**src/rtl/ibex_regfile_write_sched_if.sv**
```systemverilog
// Request bundle between the writeback stage / auxiliary requester and the
// register file write-port scheduler.
interface ibex_regfile_write_sched_if #(
  parameter int unsigned DataWidth = 32
);
  logic                 wb_we;
  logic [4:0]           wb_waddr;
  logic [DataWidth-1:0] wb_wdata;
  logic                 wb_stall;

  logic                 aux_req;
  logic [4:0]           aux_waddr;
  logic [DataWidth-1:0] aux_wdata;
  logic                 aux_gnt;

  modport master (
    output wb_we, wb_waddr, wb_wdata, aux_req, aux_waddr, aux_wdata,
    input  wb_stall, aux_gnt
  );

  modport slave (
    input  wb_we, wb_waddr, wb_wdata, aux_req, aux_waddr, aux_wdata,
    output wb_stall, aux_gnt
  );
endinterface

```
**src/rtl/ibex_regfile_write_sched.sv**
```systemverilog
// Shares the single register file write port between writeback and an auxiliary
// requester. The post-reset clearing sweep is built only with IBEX_RF_SCHED_INIT_EN.
module ibex_regfile_write_sched #(
  parameter bit                   RV32E       = 1'b0,
  parameter int unsigned          DataWidth   = 32,
  parameter logic [DataWidth-1:0] WordZeroVal = '0,
  parameter int unsigned          MaxStarve   = 4
) (
  input  logic                       clk_i,
  input  logic                       rst_ni,
  ibex_regfile_write_sched_if.slave  req,
  output logic                       rf_we_o,
  output logic [4:0]                 rf_waddr_o,
  output logic [DataWidth-1:0]       rf_wdata_o,
  output logic                       init_busy_o,
  output logic                       err_o
);

  localparam int unsigned NumWords  = RV32E ? 16 : 32;
  localparam logic [3:0]  StarveMax = 4'(MaxStarve);

  typedef enum logic {
    INIT,
    RUN
  } state_e;

  state_e               state;
  logic [3:0]           starve;
  logic [3:0]           starve_d;
  logic                 in_init;
  logic                 stall;
  logic                 aux_gnt;
  logic                 sel_valid;
  logic [4:0]           sel_addr;
  logic [DataWidth-1:0] sel_data;

`ifdef IBEX_RF_SCHED_INIT_EN
  localparam logic [4:0] LastPtr = 5'(NumWords - 1);
  logic [4:0] ptr;
`else
  assign state = RUN;
`endif

  assign in_init      = (state == INIT);
  assign stall        = in_init || (starve == StarveMax);
  assign req.wb_stall = stall;
  assign req.aux_gnt  = aux_gnt;
  assign err_o        = stall && req.wb_we;
  assign init_busy_o  = in_init;

  always_comb begin
    // NOTE: every variable gets a default before any branch, so no path leaves
    // one unassigned and no latch is inferred.
    aux_gnt   = 1'b0;
    sel_valid = 1'b0;
    sel_addr  = req.wb_waddr;
    sel_data  = req.wb_wdata;
`ifdef IBEX_RF_SCHED_INIT_EN
    if (in_init) begin
      sel_valid = 1'b1;
      sel_addr  = ptr;
      sel_data  = WordZeroVal;
    end else
`endif
    if (req.wb_we) begin
      sel_valid = 1'b1;
    end else if (req.aux_req) begin
      aux_gnt   = 1'b1;
      sel_valid = 1'b1;
      sel_addr  = req.aux_waddr;
      sel_data  = req.aux_wdata;
    end
    // The 16-entry file has no x16..x31; fold the address onto the live range.
    if (RV32E) sel_addr[4] = 1'b0;
  end

  assign rf_we_o    = sel_valid && (sel_addr != 5'd0);
  assign rf_waddr_o = sel_addr;
  assign rf_wdata_o = sel_data;

  // A protocol-violating writeback during a stall still owns the port, so the
  // starvation count must not be lost on that cycle.
  always_comb begin
    starve_d = starve;
    if (!in_init && !err_o) begin
      if (aux_gnt || !req.aux_req) begin
        starve_d = '0;
      end else if (starve != StarveMax) begin
        starve_d = starve + 4'd1;
      end
    end
  end

  always_ff @(posedge clk_i or negedge rst_ni) begin
    if (!rst_ni) begin
      starve <= '0;
`ifdef IBEX_RF_SCHED_INIT_EN
      state  <= INIT;
      ptr    <= 5'd1;
`endif
    end else begin
      // NOTE: sequential state uses non-blocking assignments so every flop
      // samples pre-edge values regardless of statement order.
      starve <= starve_d;
`ifdef IBEX_RF_SCHED_INIT_EN
      if (state == INIT) begin
        ptr <= ptr + 5'd1;
        if (ptr == LastPtr) state <= RUN;
      end
`endif
    end
  end

endmodule

```
**src/flat_wrapper.sv**
```systemverilog
// flat-port wrapper written by rule: the top's interface ports become plain ports
module ibex_regfile_write_sched_flat 
#(
  parameter bit                   RV32E       = 1'b0,
  parameter int unsigned          DataWidth   = 32,
  parameter logic [DataWidth-1:0] WordZeroVal = '0,
  parameter int unsigned          MaxStarve   = 4
)
  (clk_i, rst_ni, rf_we_o, rf_waddr_o, rf_wdata_o, init_busy_o, err_o, req_wb_we, req_wb_waddr, req_wb_wdata, req_aux_req, req_aux_waddr, req_aux_wdata, req_wb_stall, req_aux_gnt);
  ibex_regfile_write_sched_if #(.DataWidth(DataWidth)) req_i ();
  input  logic clk_i;
  input  logic rst_ni;
  output logic rf_we_o;
  output logic [4:0] rf_waddr_o;
  output logic [DataWidth-1:0] rf_wdata_o;
  output logic init_busy_o;
  output logic err_o;
  input wire logic [$bits(req_i.wb_we)-1:0] req_wb_we;
  input wire logic [$bits(req_i.wb_waddr)-1:0] req_wb_waddr;
  input wire logic [$bits(req_i.wb_wdata)-1:0] req_wb_wdata;
  input wire logic [$bits(req_i.aux_req)-1:0] req_aux_req;
  input wire logic [$bits(req_i.aux_waddr)-1:0] req_aux_waddr;
  input wire logic [$bits(req_i.aux_wdata)-1:0] req_aux_wdata;
  output wire logic [$bits(req_i.wb_stall)-1:0] req_wb_stall;
  output wire logic [$bits(req_i.aux_gnt)-1:0] req_aux_gnt;
  assign req_i.wb_we = req_wb_we;
  assign req_i.wb_waddr = req_wb_waddr;
  assign req_i.wb_wdata = req_wb_wdata;
  assign req_i.aux_req = req_aux_req;
  assign req_i.aux_waddr = req_aux_waddr;
  assign req_i.aux_wdata = req_aux_wdata;
  assign req_wb_stall = req_i.wb_stall;
  assign req_aux_gnt = req_i.aux_gnt;
  ibex_regfile_write_sched #(.RV32E(RV32E), .DataWidth(DataWidth), .WordZeroVal(WordZeroVal), .MaxStarve(MaxStarve)) u_core (.clk_i(clk_i), .rst_ni(rst_ni), .req(req_i), .rf_we_o(rf_we_o), .rf_waddr_o(rf_waddr_o), .rf_wdata_o(rf_wdata_o), .init_busy_o(init_busy_o), .err_o(err_o));
endmodule
```
**config.mk**
```make
export PLATFORM = sky130hd
export DESIGN_NAME = ibex_regfile_write_sched_flat
export DESIGN_NICKNAME = d
export VERILOG_FILES = /design/src/rtl/ibex_regfile_write_sched_if.sv /design/src/rtl/ibex_regfile_write_sched.sv /design/src/flat_wrapper.sv
export SDC_FILE = /design/constraint.sdc
export NUM_CORES = 1
export LEC_CHECK = 0
export CAP_MARGIN = 0
export CORE_ASPECT_RATIO = 0.5
export CORE_MARGIN = 2
export CORE_UTILIZATION = 24
export CTS_CLUSTER_DIAMETER = 40
export DETAILED_ROUTE_END_ITERATION = 8
export PLACE_DENSITY = 0.87
export SYNTH_ARGS = -nofsm -noshare
export SYNTH_HDL_FRONTEND = slang
export SYNTH_SLANG_ARGS = --single-unit
export TNS_END_PERCENT = 5
```
**constraint.sdc**
```tcl
create_clock -name clk_i -period 2.82 [get_ports clk_i]
set_clock_uncertainty 0.2 [all_clocks]
set_input_delay 0.564 -clock clk_i [delete_from_list [all_inputs] [get_ports clk_i]]
set_output_delay 0.564 -clock clk_i [all_outputs]
set_load 0.05 [all_outputs]
```
==> metrics.txt <==
status completed; # clock sinks 4; Switching Share between 40 and 50%; Setup Total Neg Slack 0 ps; port buffer count 118; Synth area leader mux2_2; Ys Warns 0; Final Worst Setup Slack ~65 ps; post-cts sizing count 0; Post-synth EDFFs 0; storage element area 100 um^2; die width 82.5 um; final antenna-violating net count 0; initial antenna violation count 0; effective utilization at floorplan approximately a quarter; Vias 1003; vias in the first global route 1034; clk_lat worst skew 220 ps; std cell rows 14; die height 43.3 um; Seq pwr share between 10 and 15%; GRT Overall Usage 20.3%; fill cell count between 200 and 250; final hold vios 0; Setup Fix Bufs, Post-CTS 0; grt total ovfl 0; nets 274; Mapped Area 739 um^2; post-detail-place hpwl 3080 um; Achievable Freq 363 MHz; Area contributors post-synth mux2_2 56%, dfrtp_1 14%, buf_6 4.6%; most common cell in the netlist mux2_2; Root Buffer clkbuf_8; final period utilization 97.7%; DR vias/cell between 4 and 5; post-synthesis sequential area ratio 13.5%; area of the core 0.00298 mm^2; CTS H-tree depth 1; Synth Flop Type dfrtp_1; wire per inst 15.1 um; synth-to-layout area growth 164%; asr flop ratio synth 100%; Worst-path clk slew 30 ps; CTS tree done; Largest regs u_core.starve x4; PwrDens 311 mW/mm^2; share of cells above drive strength 1 between 40% and 50%; Biggest register u_core.starve; Ant. Diodes 0; top cells by count, synth 37 x mux2_2, 4 x dfrtp_1, 4 x nand2_1; CTS Buffer Depth 2; Worst EP required between 2000 and 2500 ps; Leakage Power ~0.83 nW; RSZ-0062 raised after global routing no; worst hold path type primary input to async pin; Num CTS Buffers 3; Total Die Area 0.00357 mm^2; Final Wtd Congestion 0.820; Max Slew Vio Count 0; WP data arrival between 1500 and 2000 ps; final setup fails 0; IO Count 120; DR pass1 iterations 4; WL final 3500 um; hold buffers post-CTS 0; max cap viols 0; CP Class primary input to output port; fin crit period roughly 2800 ps; Peak VDD IR 0.000220 V; CP startpoint kind primary input; Logic pwr share 70.1%; clock share of power 19.8%; first-pass GRT wire length 5350 um; Residual DRC 0; post-synth top area share 56.3%; Synth Net Count 153; Post-Synthesis Cells 73; max reg flops 4; average size of a mapped cell 10.1 um^2; Yosys reg bits 4; Placement Setup Slack approximately 68 ps; Psw 255 uW; CP Capture Type output port; post-synth cell types 24; largest net degree at the start of global routing 21; Multi-input gate area between 500 and 600 um^2; crit-path max FO 19; P_int between 300 and 400 uW; initial drt markers 19
## cell families after synthesis
family	after synthesis	share of synthesized area [%]
mux	38	57.7
simple gates	14	11.3
buf+inv	8	7.95
compound gates	5	4.40
flops	4	13.5
fa+ha+maj	2	3.38
other cells	1	0.507
xor+xnor	1	1.18
## worst max-delay path: stages
cell and delay (ps):
clkdlybuf4s50_1 480, nor2b_4 210, buf_12 180, mux2_2 360, buf_4 190
## power by group through the flow
| stage | clock (mW) | combinational, mW | sequential (mW) |
|---|---|---|---|
| finish | 0.120 | 0.426 | 0.0612 |
| global route | 0.127 | 0.442 | 0.0615 |
| CTS | 0.125 | 0.428 | 0.0612 |
| detailed placement | 0 | 0.426 | 0.0619 |
| global placement | 0 | 0.422 | 0.0616 |
| floorplan | 0 | 0.232 | 0.0614 |
## final timing paths
check / startpoint / end / slack [ps] / cells past startpoint
min in group clk_i: u_core.starve[3]$_DFFE_PN0P_ / u_core.starve[3]$_DFFE_PN0P_ / 350 / 2
hold reg to reg: u_core.starve[3]$_DFFE_PN0P_ / u_core.starve[3]$_DFFE_PN0P_ / 350 / 2
hold / removal: rst_ni / u_core.starve[3]$_DFFE_PN0P_ / 350 / 1
setup / recovery: req_aux_req / rf_wdata_o[17] / 60 / 5
setup reg to reg: u_core.starve[0]$_DFFE_PN0P_ / u_core.starve[0]$_DFFE_PN0P_ / 1160 / 5
max in group asynchronous: rst_ni / u_core.starve[1]$_DFFE_PN0P_ / 1890 / 1
## layout make-up
cell class | count | area share (%)
well taps | 40 | 2.56
repair buffers | 122 | 59.9
flip-flops and latches | 4 | 5.12
inverters | 2 | 0.384
multi-input cells | 61 | 29.9
clock buffers | 3 | 2.11
## placed cells by master, fill, tap and decap left out, types with 2 or more instances in the layout
cell type	count
clkdlybuf4s50_1	77
buf_4	40
mux2_2	37
buf_12	5
nand2_1	4
dfrtp_1	4
clkbuf_8	3
inv_1	2
or4_1	2
nor2_1	2
ha_1	2
## through the flow
step                      cell area (um^2)  utilization [%]  power, mW  instances  hold slack, ps
final                                 1960             65.7      0.607        232             350
after global routing                  1960             65.7      0.630        232             361
after CTS                             1960             65.7      0.614        232             350
after detailed placement              1910             64.3      0.488        229             339
after global placement                1910             64.3      0.484        229             324
after floorplan                        739                -      0.294         73            68.4
## metal layers
layer,vias up,track usage [%],wire length (um)
met5,-,0,0
met4,0,8.85,39
met3,4,0.426,13
met2,10,35.5,2020
met1,485,26.3,1430
li1,504,-,-
Power figures use the tool's default switching activity.
